<file path="config.mk">
export PLATFORM = sky130hd
export DESIGN_NAME = fetch_target_queue_flat
export DESIGN_NICKNAME = d
export VERILOG_FILES = /design/src/rtl/fetch_target_queue_if.sv /design/src/rtl/fetch_target_queue.sv /design/src/flat_wrapper.sv
export SDC_FILE = /design/constraint.sdc
export NUM_CORES = 1
export LEC_CHECK = 0
export CAP_MARGIN = 5
export CELL_PAD_IN_SITES_DETAIL_PLACEMENT = 0
export CELL_PAD_IN_SITES_GLOBAL_PLACEMENT = 1
export CORE_ASPECT_RATIO = 0.5
export CORE_MARGIN = 8
export CORE_UTILIZATION = 45
export CTS_CLUSTER_DIAMETER = 120
export CTS_CLUSTER_SIZE = 24
export DETAILED_ROUTE_END_ITERATION = 16
export HOLD_SLACK_MARGIN = 0.02
export PLACE_DENSITY_LB_ADDON = 0.1
export SLEW_MARGIN = 40
export SYNTH_ARGS = -nofsm -noshare
export SYNTH_HDL_FRONTEND = slang
export SYNTH_SLANG_ARGS = --single-unit
</file>
<file path="constraint.sdc">
create_clock -name clk_i -period 18.8 [get_ports clk_i]
set_clock_uncertainty 0.2 [all_clocks]
set_input_delay 3.76 -clock clk_i [delete_from_list [all_inputs] [get_ports clk_i]]
set_output_delay 3.76 -clock clk_i [all_outputs]
set_load 0.03 [all_outputs]
</file>
<file path="src/rtl/fetch_target_queue_if.sv">
// Bundle of BPU enqueue, IFU fetch, backend commit/read/flush and status signals
// for the fetch target queue. Suffixes _i/_o are relative to the queue itself.
interface fetch_target_queue_if #(
  parameter int PLEN            = 32,
  parameter int INSTR_PER_FETCH = 4,
  parameter int DEPTH           = 8,
  parameter int EPOCH_W         = 3
);
  localparam int SLOT_W = $clog2(INSTR_PER_FETCH);
  localparam int ID_W   = $clog2(DEPTH);

  // Enqueue and fetch are strict valid/ready: a transfer happens on the rising
  // edge where both are high; the producer holds fields stable until then.
  logic              enq_valid_i;
  logic              enq_ready_o;
  logic [PLEN-1:0]   enq_pc_i;
  logic [PLEN-1:0]   enq_npc_i;
  logic              enq_pred_slot_valid_i;
  logic [SLOT_W-1:0] enq_pred_slot_idx_i;
  logic [PLEN-1:0]   enq_pred_target_i;

  logic              fetch_valid_o;
  logic              fetch_ready_i;
  logic [PLEN-1:0]   fetch_pc_o;
  logic [PLEN-1:0]   fetch_npc_o;
  logic [PLEN-1:0]   fetch_pred_target_o;
  logic              fetch_pred_slot_valid_o;
  logic [SLOT_W-1:0] fetch_pred_slot_idx_o;
  logic [ID_W-1:0]   fetch_ftq_id_o;
  logic [EPOCH_W-1:0] fetch_epoch_o;

  logic              commit_valid_i;
  logic [ID_W-1:0]   commit_ftq_id_i;
  logic [ID_W-1:0]   rd_ftq_id_i;
  logic [PLEN-1:0]   rd_pc_o;
  logic [PLEN-1:0]   rd_npc_o;
  logic              flush_i;

  logic [ID_W:0]     count_o;
  logic              full_o;
  logic              empty_o;

  modport master (
    output enq_valid_i, enq_pc_i, enq_npc_i, enq_pred_slot_valid_i,
           enq_pred_slot_idx_i, enq_pred_target_i, fetch_ready_i,
           commit_valid_i, commit_ftq_id_i, rd_ftq_id_i, flush_i,
    input  enq_ready_o, fetch_valid_o, fetch_pc_o, fetch_npc_o,
           fetch_pred_target_o, fetch_pred_slot_valid_o, fetch_pred_slot_idx_o,
           fetch_ftq_id_o, fetch_epoch_o, rd_pc_o, rd_npc_o,
           count_o, full_o, empty_o
  );

  modport slave (
    input  enq_valid_i, enq_pc_i, enq_npc_i, enq_pred_slot_valid_i,
           enq_pred_slot_idx_i, enq_pred_target_i, fetch_ready_i,
           commit_valid_i, commit_ftq_id_i, rd_ftq_id_i, flush_i,
    output enq_ready_o, fetch_valid_o, fetch_pc_o, fetch_npc_o,
           fetch_pred_target_o, fetch_pred_slot_valid_o, fetch_pred_slot_idx_o,
           fetch_ftq_id_o, fetch_epoch_o, rd_pc_o, rd_npc_o,
           count_o, full_o, empty_o
  );
endinterface

</file>
<file path="src/rtl/fetch_target_queue.sv">
// In-order queue between BPU and IFU with enqueue, fetch and commit pointers,
// per-group ftq_id, fetch epoch and a random-access PC/NPC read port.
module fetch_target_queue #(
  parameter int PLEN            = 32,
  parameter int INSTR_PER_FETCH = 4,
  parameter int DEPTH           = 8,
  parameter int EPOCH_W         = 3
) (
  input  logic clk_i,
  input  logic rst_i,
  fetch_target_queue_if.slave bus
);
  localparam int SLOT_W = $clog2(INSTR_PER_FETCH);
  localparam int ID_W   = $clog2(DEPTH);
  localparam logic [ID_W:0] PTR_ONE = (ID_W+1)'(1);

  // Pointers carry one extra wrap bit so full and empty are distinguishable.
  logic [ID_W:0]      enq_ptr, fetch_ptr, cmt_ptr;
  logic [EPOCH_W-1:0] epoch;

  logic [PLEN-1:0]   pc_q     [DEPTH];
  logic [PLEN-1:0]   npc_q    [DEPTH];
  logic [PLEN-1:0]   tgt_q    [DEPTH];
  logic              slot_v_q [DEPTH];
  logic [SLOT_W-1:0] slot_i_q [DEPTH];

  logic [ID_W:0]   count, unfetched, fetched;
  logic [ID_W-1:0] commit_dist;
  logic            full, enq_ready, fetch_valid;
  logic            enq_fire, fetch_fire, commit_ok;
  logic [ID_W-1:0] enq_idx, fetch_idx;

  assign count       = enq_ptr - cmt_ptr;
  assign unfetched   = enq_ptr - fetch_ptr;
  assign fetched     = fetch_ptr - cmt_ptr;
  assign full        = (count == (ID_W+1)'(DEPTH));
  assign enq_ready   = !full && !bus.flush_i;
  assign fetch_valid = (unfetched != '0) && !bus.flush_i;
  assign enq_fire    = bus.enq_valid_i && enq_ready;
  assign fetch_fire  = fetch_valid && bus.fetch_ready_i;
  assign enq_idx     = enq_ptr[ID_W-1:0];
  assign fetch_idx   = fetch_ptr[ID_W-1:0];

  // A commit may only retire groups the IFU has already taken.
  assign commit_dist = bus.commit_ftq_id_i - cmt_ptr[ID_W-1:0];
  assign commit_ok   = bus.commit_valid_i && ({1'b0, commit_dist} < fetched);

  always_ff @(posedge clk_i) begin
    if (rst_i) begin
      enq_ptr   <= '0;
      fetch_ptr <= '0;
      cmt_ptr   <= '0;
      epoch     <= '0;
    end else if (bus.flush_i) begin
      fetch_ptr <= enq_ptr;
      cmt_ptr   <= enq_ptr;
      epoch     <= epoch + EPOCH_W'(1);
    end else begin
      if (enq_fire)   enq_ptr   <= enq_ptr + PTR_ONE;
      if (fetch_fire) fetch_ptr <= fetch_ptr + PTR_ONE;
      if (commit_ok)  cmt_ptr   <= cmt_ptr + {1'b0, commit_dist} + PTR_ONE;
    end
  end

  // Payload storage is never reset; only the pointers define validity.
  always_ff @(posedge clk_i) begin
    if (enq_fire && !rst_i) begin
      pc_q[enq_idx]     <= bus.enq_pc_i;
      npc_q[enq_idx]    <= bus.enq_npc_i;
      tgt_q[enq_idx]    <= bus.enq_pred_target_i;
      slot_v_q[enq_idx] <= bus.enq_pred_slot_valid_i;
      slot_i_q[enq_idx] <= bus.enq_pred_slot_idx_i;
    end
  end

  assign bus.enq_ready_o             = enq_ready;
  assign bus.fetch_valid_o           = fetch_valid;
  assign bus.fetch_pc_o              = pc_q[fetch_idx];
  assign bus.fetch_npc_o             = npc_q[fetch_idx];
  assign bus.fetch_pred_target_o     = tgt_q[fetch_idx];
  assign bus.fetch_pred_slot_valid_o = slot_v_q[fetch_idx];
  assign bus.fetch_pred_slot_idx_o   = slot_i_q[fetch_idx];
  assign bus.fetch_ftq_id_o          = fetch_idx;
  assign bus.fetch_epoch_o           = epoch;
  assign bus.rd_pc_o                 = pc_q[bus.rd_ftq_id_i];
  assign bus.rd_npc_o                = npc_q[bus.rd_ftq_id_i];
  assign bus.count_o                 = count;
  assign bus.full_o                  = full;
  assign bus.empty_o                 = (count == '0);
endmodule

</file>
<file path="src/flat_wrapper.sv">
// flat-port wrapper written by rule: the top's interface ports become plain ports
module fetch_target_queue_flat 
#(
  parameter int PLEN            = 32,
  parameter int INSTR_PER_FETCH = 4,
  parameter int DEPTH           = 8,
  parameter int EPOCH_W         = 3
)
  (clk_i, rst_i, bus_enq_valid_i, bus_enq_pc_i, bus_enq_npc_i, bus_enq_pred_slot_valid_i, bus_enq_pred_slot_idx_i, bus_enq_pred_target_i, bus_fetch_ready_i, bus_commit_valid_i, bus_commit_ftq_id_i, bus_rd_ftq_id_i, bus_flush_i, bus_enq_ready_o, bus_fetch_valid_o, bus_fetch_pc_o, bus_fetch_npc_o, bus_fetch_pred_target_o, bus_fetch_pred_slot_valid_o, bus_fetch_pred_slot_idx_o, bus_fetch_ftq_id_o, bus_fetch_epoch_o, bus_rd_pc_o, bus_rd_npc_o, bus_count_o, bus_full_o, bus_empty_o);
  fetch_target_queue_if #(.PLEN(PLEN), .INSTR_PER_FETCH(INSTR_PER_FETCH), .DEPTH(DEPTH), .EPOCH_W(EPOCH_W)) bus_i ();
  input  logic clk_i;
  input  logic rst_i;
  input wire logic [$bits(bus_i.enq_valid_i)-1:0] bus_enq_valid_i;
  input wire logic [$bits(bus_i.enq_pc_i)-1:0] bus_enq_pc_i;
  input wire logic [$bits(bus_i.enq_npc_i)-1:0] bus_enq_npc_i;
  input wire logic [$bits(bus_i.enq_pred_slot_valid_i)-1:0] bus_enq_pred_slot_valid_i;
  input wire logic [$bits(bus_i.enq_pred_slot_idx_i)-1:0] bus_enq_pred_slot_idx_i;
  input wire logic [$bits(bus_i.enq_pred_target_i)-1:0] bus_enq_pred_target_i;
  input wire logic [$bits(bus_i.fetch_ready_i)-1:0] bus_fetch_ready_i;
  input wire logic [$bits(bus_i.commit_valid_i)-1:0] bus_commit_valid_i;
  input wire logic [$bits(bus_i.commit_ftq_id_i)-1:0] bus_commit_ftq_id_i;
  input wire logic [$bits(bus_i.rd_ftq_id_i)-1:0] bus_rd_ftq_id_i;
  input wire logic [$bits(bus_i.flush_i)-1:0] bus_flush_i;
  output wire logic [$bits(bus_i.enq_ready_o)-1:0] bus_enq_ready_o;
  output wire logic [$bits(bus_i.fetch_valid_o)-1:0] bus_fetch_valid_o;
  output wire logic [$bits(bus_i.fetch_pc_o)-1:0] bus_fetch_pc_o;
  output wire logic [$bits(bus_i.fetch_npc_o)-1:0] bus_fetch_npc_o;
  output wire logic [$bits(bus_i.fetch_pred_target_o)-1:0] bus_fetch_pred_target_o;
  output wire logic [$bits(bus_i.fetch_pred_slot_valid_o)-1:0] bus_fetch_pred_slot_valid_o;
  output wire logic [$bits(bus_i.fetch_pred_slot_idx_o)-1:0] bus_fetch_pred_slot_idx_o;
  output wire logic [$bits(bus_i.fetch_ftq_id_o)-1:0] bus_fetch_ftq_id_o;
  output wire logic [$bits(bus_i.fetch_epoch_o)-1:0] bus_fetch_epoch_o;
  output wire logic [$bits(bus_i.rd_pc_o)-1:0] bus_rd_pc_o;
  output wire logic [$bits(bus_i.rd_npc_o)-1:0] bus_rd_npc_o;
  output wire logic [$bits(bus_i.count_o)-1:0] bus_count_o;
  output wire logic [$bits(bus_i.full_o)-1:0] bus_full_o;
  output wire logic [$bits(bus_i.empty_o)-1:0] bus_empty_o;
  assign bus_i.enq_valid_i = bus_enq_valid_i;
  assign bus_i.enq_pc_i = bus_enq_pc_i;
  assign bus_i.enq_npc_i = bus_enq_npc_i;
  assign bus_i.enq_pred_slot_valid_i = bus_enq_pred_slot_valid_i;
  assign bus_i.enq_pred_slot_idx_i = bus_enq_pred_slot_idx_i;
  assign bus_i.enq_pred_target_i = bus_enq_pred_target_i;
  assign bus_i.fetch_ready_i = bus_fetch_ready_i;
  assign bus_i.commit_valid_i = bus_commit_valid_i;
  assign bus_i.commit_ftq_id_i = bus_commit_ftq_id_i;
  assign bus_i.rd_ftq_id_i = bus_rd_ftq_id_i;
  assign bus_i.flush_i = bus_flush_i;
  assign bus_enq_ready_o = bus_i.enq_ready_o;
  assign bus_fetch_valid_o = bus_i.fetch_valid_o;
  assign bus_fetch_pc_o = bus_i.fetch_pc_o;
  assign bus_fetch_npc_o = bus_i.fetch_npc_o;
  assign bus_fetch_pred_target_o = bus_i.fetch_pred_target_o;
  assign bus_fetch_pred_slot_valid_o = bus_i.fetch_pred_slot_valid_o;
  assign bus_fetch_pred_slot_idx_o = bus_i.fetch_pred_slot_idx_o;
  assign bus_fetch_ftq_id_o = bus_i.fetch_ftq_id_o;
  assign bus_fetch_epoch_o = bus_i.fetch_epoch_o;
  assign bus_rd_pc_o = bus_i.rd_pc_o;
  assign bus_rd_npc_o = bus_i.rd_npc_o;
  assign bus_count_o = bus_i.count_o;
  assign bus_full_o = bus_i.full_o;
  assign bus_empty_o = bus_i.empty_o;
  fetch_target_queue #(.PLEN(PLEN), .INSTR_PER_FETCH(INSTR_PER_FETCH), .DEPTH(DEPTH), .EPOCH_W(EPOCH_W)) u_core (.clk_i(clk_i), .rst_i(rst_i), .bus(bus_i));
endmodule
</file>
==> results of run 1 <==
==> final timing paths <==
| path | start | endpoint | slack (ns) | cells past startpoint |
|---|---|---|---|---|
| worst min register to register | u_core.cmt_ptr[2]$_SDFFE_PP0P_ | u_core.cmt_ptr[2]$_SDFFE_PP0P_ | 0.33 | 2 |
| worst min-delay path | u_core.cmt_ptr[2]$_SDFFE_PP0P_ | u_core.cmt_ptr[2]$_SDFFE_PP0P_ | 0.33 | 2 |
| worst max-delay path | bus_rd_ftq_id_i[0] | bus_rd_pc_o[11] | 8.32 | 6 |
| worst max register to register | u_core.enq_ptr[0]$_SDFFE_PP0P_ | u_core.pc_q[3][14]$_DFFE_PP_ | 14.14 | 11 |
==> flip-flops by register name (all words and copies together), names as in the netlist, named ones only <==
register and count:
u_core.bus.fetch_epoch_o 3, u_core.cmt_ptr 4, u_core.fetch_ptr 4, u_core.npc_q 256, u_core.slot_i_q 16, u_core.enq_ptr 4, u_core.pc_q 256, u_core.tgt_q 256
u_core.slot_v_q 8
==> Yosys cell counts (all sizes together) (2+ instances only) <==
cell / n / area (um^2)
edfxtp: 792 / 23800
mux4: 326 / 7340
mux2: 164 / 1850
clkbuf: 53 / 199
buf: 47 / 238
inv: 20 / 75.1
nor3: 19 / 95.1
dfxtp: 18 / 360
ha: 18 / 225
nor2: 12 / 45.0
xnor2: 10 / 87.6
a21oi: 8 / 40.0
nand4: 8 / 50.1
nor4: 8 / 56.3
nand2: 7 / 26.3
o21ai: 7 / 35.0
nand3: 6 / 30.0
nor2b: 5 / 31.3
o21a: 5 / 37.5
o311ai: 4 / 35.0
fa: 3 / 60.1
o31ai: 3 / 27.5
xor2: 3 / 26.3
a2111oi: 2 / 30.0
a311o: 2 / 20.0
a31oi: 2 / 12.5
mux2i: 2 / 20.0
nor3b: 2 / 15.0
nor4b: 2 / 17.5
or2: 2 / 12.5
xnor3: 2 / 45.0
==> critical path: cells and delay by family <==
kind,cells,cell delay (ns)
buffers and inverters,4,1.69
multiplexers,2,0.85
==> final cells by class <==
cell class / count / area (um^2) / share of cell area [%]
Clock buffer: 56 / 1080 / 2.68
Inverter: 20 / 75.1 / 0.186
Clock inverter: 1 / 8.76 / 0.0217
Sequential cell: 810 / 24200 / 59.9
Tap cell: 1036 / 1300 / 3.21
Multi-Input combinational cell: 644 / 10400 / 25.9
Antenna cell: 5 / 12.5 / 0.0310
Timing Repair Buffer: 324 / 3280 / 8.13
==> cell families after synthesis <==
| logic type | count (synthesis) | share of synthesized area [%] |
|---|---|---|
| mux | 492 | 26.3 |
| compound gates | 38 | 0.807 |
| xor+xnor | 15 | 0.454 |
| buf+inv | 120 | 1.46 |
| fa+ha+maj | 21 | 0.815 |
| simple gates | 78 | 1.23 |
| flops | 810 | 68.9 |
==> report_power, final <==
group	switching (mW)	leakage, nW	internal [mW]
clock	0.533	0.527	0.404
sequential	0.0353	7.29	2.03
combinational	0.492	4.34	0.430
==> placed cells by master, fill, tap and decap left out, drive strengths merged, types with 2 or more instances in the layout <==
| cell | count |
|---|---|
| dfxtp | 18 |
| mux4 | 326 |
| a21oi | 8 |
| fa | 3 |
| or2 | 2 |
| nand3 | 6 |
| buf | 40 |
| xnor3 | 2 |
| o21a | 5 |
| xnor2 | 10 |
| diode | 5 |
| a311o | 2 |
| inv | 20 |
| clkdlybuf4s50 | 283 |
| nor4b | 2 |
| edfxtp | 792 |
| a2111oi | 2 |
| nand4 | 8 |
| nor2 | 12 |
| o311ai | 4 |
| xor2 | 3 |
| nor3 | 19 |
| ha | 18 |
| clkbuf | 57 |
| o21ai | 7 |
| mux2 | 164 |
| nor3b | 2 |
| o31ai | 3 |
| mux2i | 2 |
| a31oi | 2 |
| nor2b | 5 |
| nand2 | 7 |
| nor4 | 8 |
==> stage by stage <==
stage	instance area [um^2]	setup WS [ns]	hold slack (ns)
floorplan	35000	4.05	0.278
global placement	39100	7.64	0.302
detailed placement	39200	8.21	0.308
CTS	40300	8.20	0.324
global route	40300	8.17	0.347
finish	40300	8.32	0.326
==> routing by layer <==
layer  vias up  global-route usage [%]  routed length, um
met2       367                    34.6              44700
met3       104                    2.66               2980
met4         4                    5.36               2040
li1       7293                       -                  -
met1      9258                    23.1              33500
met5         -                       0                 27
==> impl_metrics.env, run 1 <==
export IMPL_rows=72
export IMPL_power_density_nw_per_um2=97.4
export IMPL_die_y_um=213
export IMPL_ant_nets=0
export IMPL_first_pass_iters=4
export IMPL_hpwlAfterDp_um=48800
export IMPL_hp_class="reg2reg"
export IMPL_cap_violations=0
export IMPL_seq_area_frac_synth_pct=68.9
export IMPL_clk_latency_ns=0.60
export IMPL_vias=17000
export IMPL_hold_violations=0
export IMPL_cp_start_kind="input pin"
export IMPL_grt_pass1_vias=18700
export IMPL_synth_nets=1706
export IMPL_fin_setup_tns_ns=0
export IMPL_tritoncts="yes"
export IMPL_dieArea_um2=87600
export IMPL_p_total_mw=3.93
export IMPL_htreeDepth=2
export IMPL_drv_slew=0
export IMPL_cpPeakStageDelay_ns=0.60
export IMPL_port_buffers=287
export IMPL_post_cts_setup_buffers=0
export IMPL_grt_max_degree=80
export IMPL_core_um2=77200
export IMPL_ys_flop_type="edfxtp_1"
export IMPL_wirelength_um=83200
export IMPL_placed_cells=2833
export IMPL_fmax_ghz=0.0954
export IMPL_numCtsBuffers=39
export IMPL_worst_setup_path_type="in2out"
export IMPL_netlist_area_um2=35000
export IMPL_rsz0062_at_grt="no"
export IMPL_fin_nets=1971
export IMPL_die_w_um=411
export IMPL_status="finished, final reports clean"
export IMPL_synth_edf_count=792
export IMPL_instances_no_fill=2896
export IMPL_yosysUniqueCellTypes=48
export IMPL_synth_seq_cells=810
export IMPL_final_util_pct=52.2
export IMPL_n_fill_cell=5900
export IMPL_worstMarginPinSlew_ns=0.854
export IMPL_endpoint_kind="output port"
export IMPL_area_growth_pct=15.2
export IMPL_cpMaxStageDelayCell="clkdlybuf4s50_1"
export IMPL_leakage_nw=12.2
export IMPL_clk_path_buf_depth=3
export IMPL_yosysWarnings=0
export IMPL_avgSynthCellArea_um2=22.3
export IMPL_crit_chain="clkbuf_16 > buf_6 > buf_16 > mux4_2 > mux2_2 > clkdlybuf4s50_1"
export IMPL_drive_gt1_share_pct=31.9
export IMPL_postCtsHoldBufs=0
export IMPL_place_congestion=0.760
export IMPL_required_ns=14.84
export IMPL_grt_util_all_layers_pct=18.7
export IMPL_relSlewSlack_pct=43.1
export IMPL_synth_async_sr_flop_share_pct=0
export IMPL_setup_violations=0
export IMPL_crit_fanout=79
export IMPL_wl_per_cell_um=28.7
export IMPL_antenna_found_initial=6
export IMPL_ios=288
export IMPL_post_route_min_period_ns=10.48
export IMPL_arrival_ns=6.52
export IMPL_grt_pass1_wl_um=122000
export IMPL_grt_overflow=0
export IMPL_synthCells=1574
export IMPL_fin_crit_sh_pct=55.8
export IMPL_clk_pin_slew_ns=0.10
export IMPL_cts_root_buffer="clkbuf_16"
export IMPL_drtIter0Drc=1205
export IMPL_drc_errors=0
export IMPL_cts_sinks=810
export IMPL_start_util_pct=45.4
export IMPL_routed_via_density=5.88
export IMPL_peakVddDrop_mv=0.0699
export IMPL_cts_resized=0
(Power assumes the default switching activity.)
==> run 2: changes to the inputs <==
Clock period 18.8 ns to 10.8 ns, I/O delays scaled along.
==> run 2 against run 1 <==
  * Final cell count is 0.10% lower
  * Critical path depth decreased by 1
  * Utilization is essentially flat
  * Largest power group unchanged
  * Critical endpoint is now bus_rd_pc_o[4]
  * Via count rose by 0.52%
  * Non-clock buffer count shrank 4
  * Die area is the same
  * Sequential power grew 74%
==> impl_metrics.env, run 2 (synthesis gave the netlist of run 1 again) <==
export IMPL_status="finished, final reports clean"
export IMPL_clk_path_buf_depth=3
export IMPL_hpwlAfterDp_um=48700
export IMPL_antenna_found_initial=9
export IMPL_cp_start_kind="input pin"
export IMPL_first_pass_iters=6
export IMPL_area_growth_pct=15.1
export IMPL_hp_class="reg2reg"
export IMPL_numCtsBuffers=39
export IMPL_drc_errors=0
export IMPL_start_util_pct=45.4
export IMPL_crit_chain="clkbuf_8 > buf_12 > mux4_2 > mux2_2 > clkdlybuf4s50_1"
export IMPL_power_density_nw_per_um2=170
export IMPL_cpMaxStageDelayCell="clkdlybuf4s50_1"
export IMPL_htreeDepth=2
export IMPL_wl_per_cell_um=29.1
export IMPL_required_ns=8.44
export IMPL_die_y_um=213
export IMPL_dpl_cell_area_um2=39200
export IMPL_drtIter0Drc=1345
export IMPL_routed_via_density=5.92
export IMPL_vias=17100
export IMPL_fmax_ghz=0.136
export IMPL_whs_ns=0.330
export IMPL_dieArea_um2=87600
export IMPL_grt_overflow=0
export IMPL_peakVddDrop_mv=0.128
export IMPL_cpPeakStageDelay_ns=0.67
export IMPL_stdcell_area_um2=40300
export IMPL_fin_setup_tns_ns=0
export IMPL_tritoncts="yes"
export IMPL_grt_pass1_vias=19100
export IMPL_finalWorstSetupSlack_ns=3.43
export IMPL_fin_crit_sh_pct=68.3
export IMPL_worstMarginPinSlew_ns=0.875
export IMPL_cap_violations=0
export IMPL_clk_latency_ns=0.59
export IMPL_crit_fanout=76
export IMPL_wirelength_um=84300
export IMPL_fin_nets=1967
export IMPL_grt_max_degree=100
export IMPL_clk_pin_slew_ns=0.09
export IMPL_dr_wl_met3_um=3110
export IMPL_drv_slew=0
export IMPL_dp_worst_setup_slack_ns=3.36
export IMPL_cts_root_buffer="clkbuf_16"
export IMPL_grt_pass1_wl_um=124000
export IMPL_core_um2=77200
export IMPL_postCtsHoldBufs=0
export IMPL_post_route_min_period_ns=7.37
export IMPL_n_fill_cell=5938
export IMPL_leakage_nw=12.1
export IMPL_mostFrequentLayoutCell="edfxtp_1"
export IMPL_die_w_um=411
export IMPL_port_buffers=287
export IMPL_endpoint_kind="output port"
export IMPL_drive_gt1_share_pct=31.9
export IMPL_wl_met1_um=34400
export IMPL_top_regs="u_core.npc_q x256, u_core.pc_q x256, u_core.tgt_q x256"
export IMPL_top_layer="met5"
export IMPL_final_cell_mix="edfxtp_1, mux4_2, clkdlybuf4s50_1, mux2_2, clkbuf_16"
export IMPL_setup_violations=0
export IMPL_cts_resized=0
export IMPL_rows=72
export IMPL_worst_setup_path_type="in2out"
export IMPL_rsz0062_at_grt="no"
export IMPL_arrival_ns=5.01
export IMPL_relSlewSlack_pct=41.7
export IMPL_post_cts_setup_buffers=0
export IMPL_ios=288
export IMPL_hold_violations=0
export IMPL_grt_util_all_layers_pct=19.0
export IMPL_cts_sinks=810
export IMPL_ant_nets=0
export IMPL_wl_met2_um=45600
export IMPL_place_congestion=0.746
## run 2: changes by cell type in the layout (fill, tap and decap cells not counted), moves of 2 or more
cell / change
nor4_4: +2
buf_4: +2
nor3_2: +2
buf_12: +3
nor4_2: -2
buf_6: -9
## run 2: layer usage
layer | up-vias | track usage (%)
li1 | 7292 | -
met1 | 9421 | 24.1
met2 | 311 | 35.0
met4 | 6 | 3.78
met3 | 85 | 2.83
met5 | - | 0
## run 2: report_power, final
part	total [mW]	switching [mW]	internal [mW]
clock	1.65	0.945	0.703
combinational	1.62	0.866	0.752
sequential	3.60	0.0606	3.54
## run 2: final timing paths
check                            startpoint                        endpoint  slack (ns)  depth (start not counted)
min reg2reg  u_core.cmt_ptr[2]$_SDFFE_PP0P_  u_core.cmt_ptr[2]$_SDFFE_PP0P_        0.33                          2
max reg2reg  u_core.enq_ptr[0]$_SDFFE_PP0P_   u_core.tgt_q[1][21]$_DFFE_PP_        6.49                         11
max                      bus_rd_ftq_id_i[0]                  bus_rd_pc_o[4]        3.43                          5
min          u_core.cmt_ptr[2]$_SDFFE_PP0P_  u_core.cmt_ptr[2]$_SDFFE_PP0P_        0.33                          2
## run 2: critical path: cells and delay by family
kind	cells	cell delay (ns)
buf+inv	3	1.72
mux	2	0.87
## run 2: final cells by class
| cell class | count | area [um^2] | area share [%] |
|---|---|---|---|
| multi-input combinational | 644 | 10400 | 25.9 |
| clock inverter | 1 | 8.76 | 0.0217 |
| timing repair buffer | 320 | 3240 | 8.03 |
| tap | 1036 | 1300 | 3.22 |
| antenna | 6 | 15.0 | 0.0372 |
| clock buffer | 56 | 1080 | 2.68 |
| sequential | 810 | 24200 | 59.9 |
| inverter | 20 | 75.1 | 0.186 |
## run 2: per-stage QoR
| stage | cells | power (mW) | utilization [%] |
|---|---|---|---|
| 3_5_place_dp | 2829 | 5.32 | 50.8 |
| 6_report | 2893 | 6.87 | 52.2 |
| 2_1_floorplan | 1574 | 4.72 | - |
| 5_1_grt | 2892 | 7.13 | 52.2 |
| 3_3_place_gp | 2828 | 5.29 | 50.7 |
| 4_1_cts | 2886 | 6.96 | 52.2 |
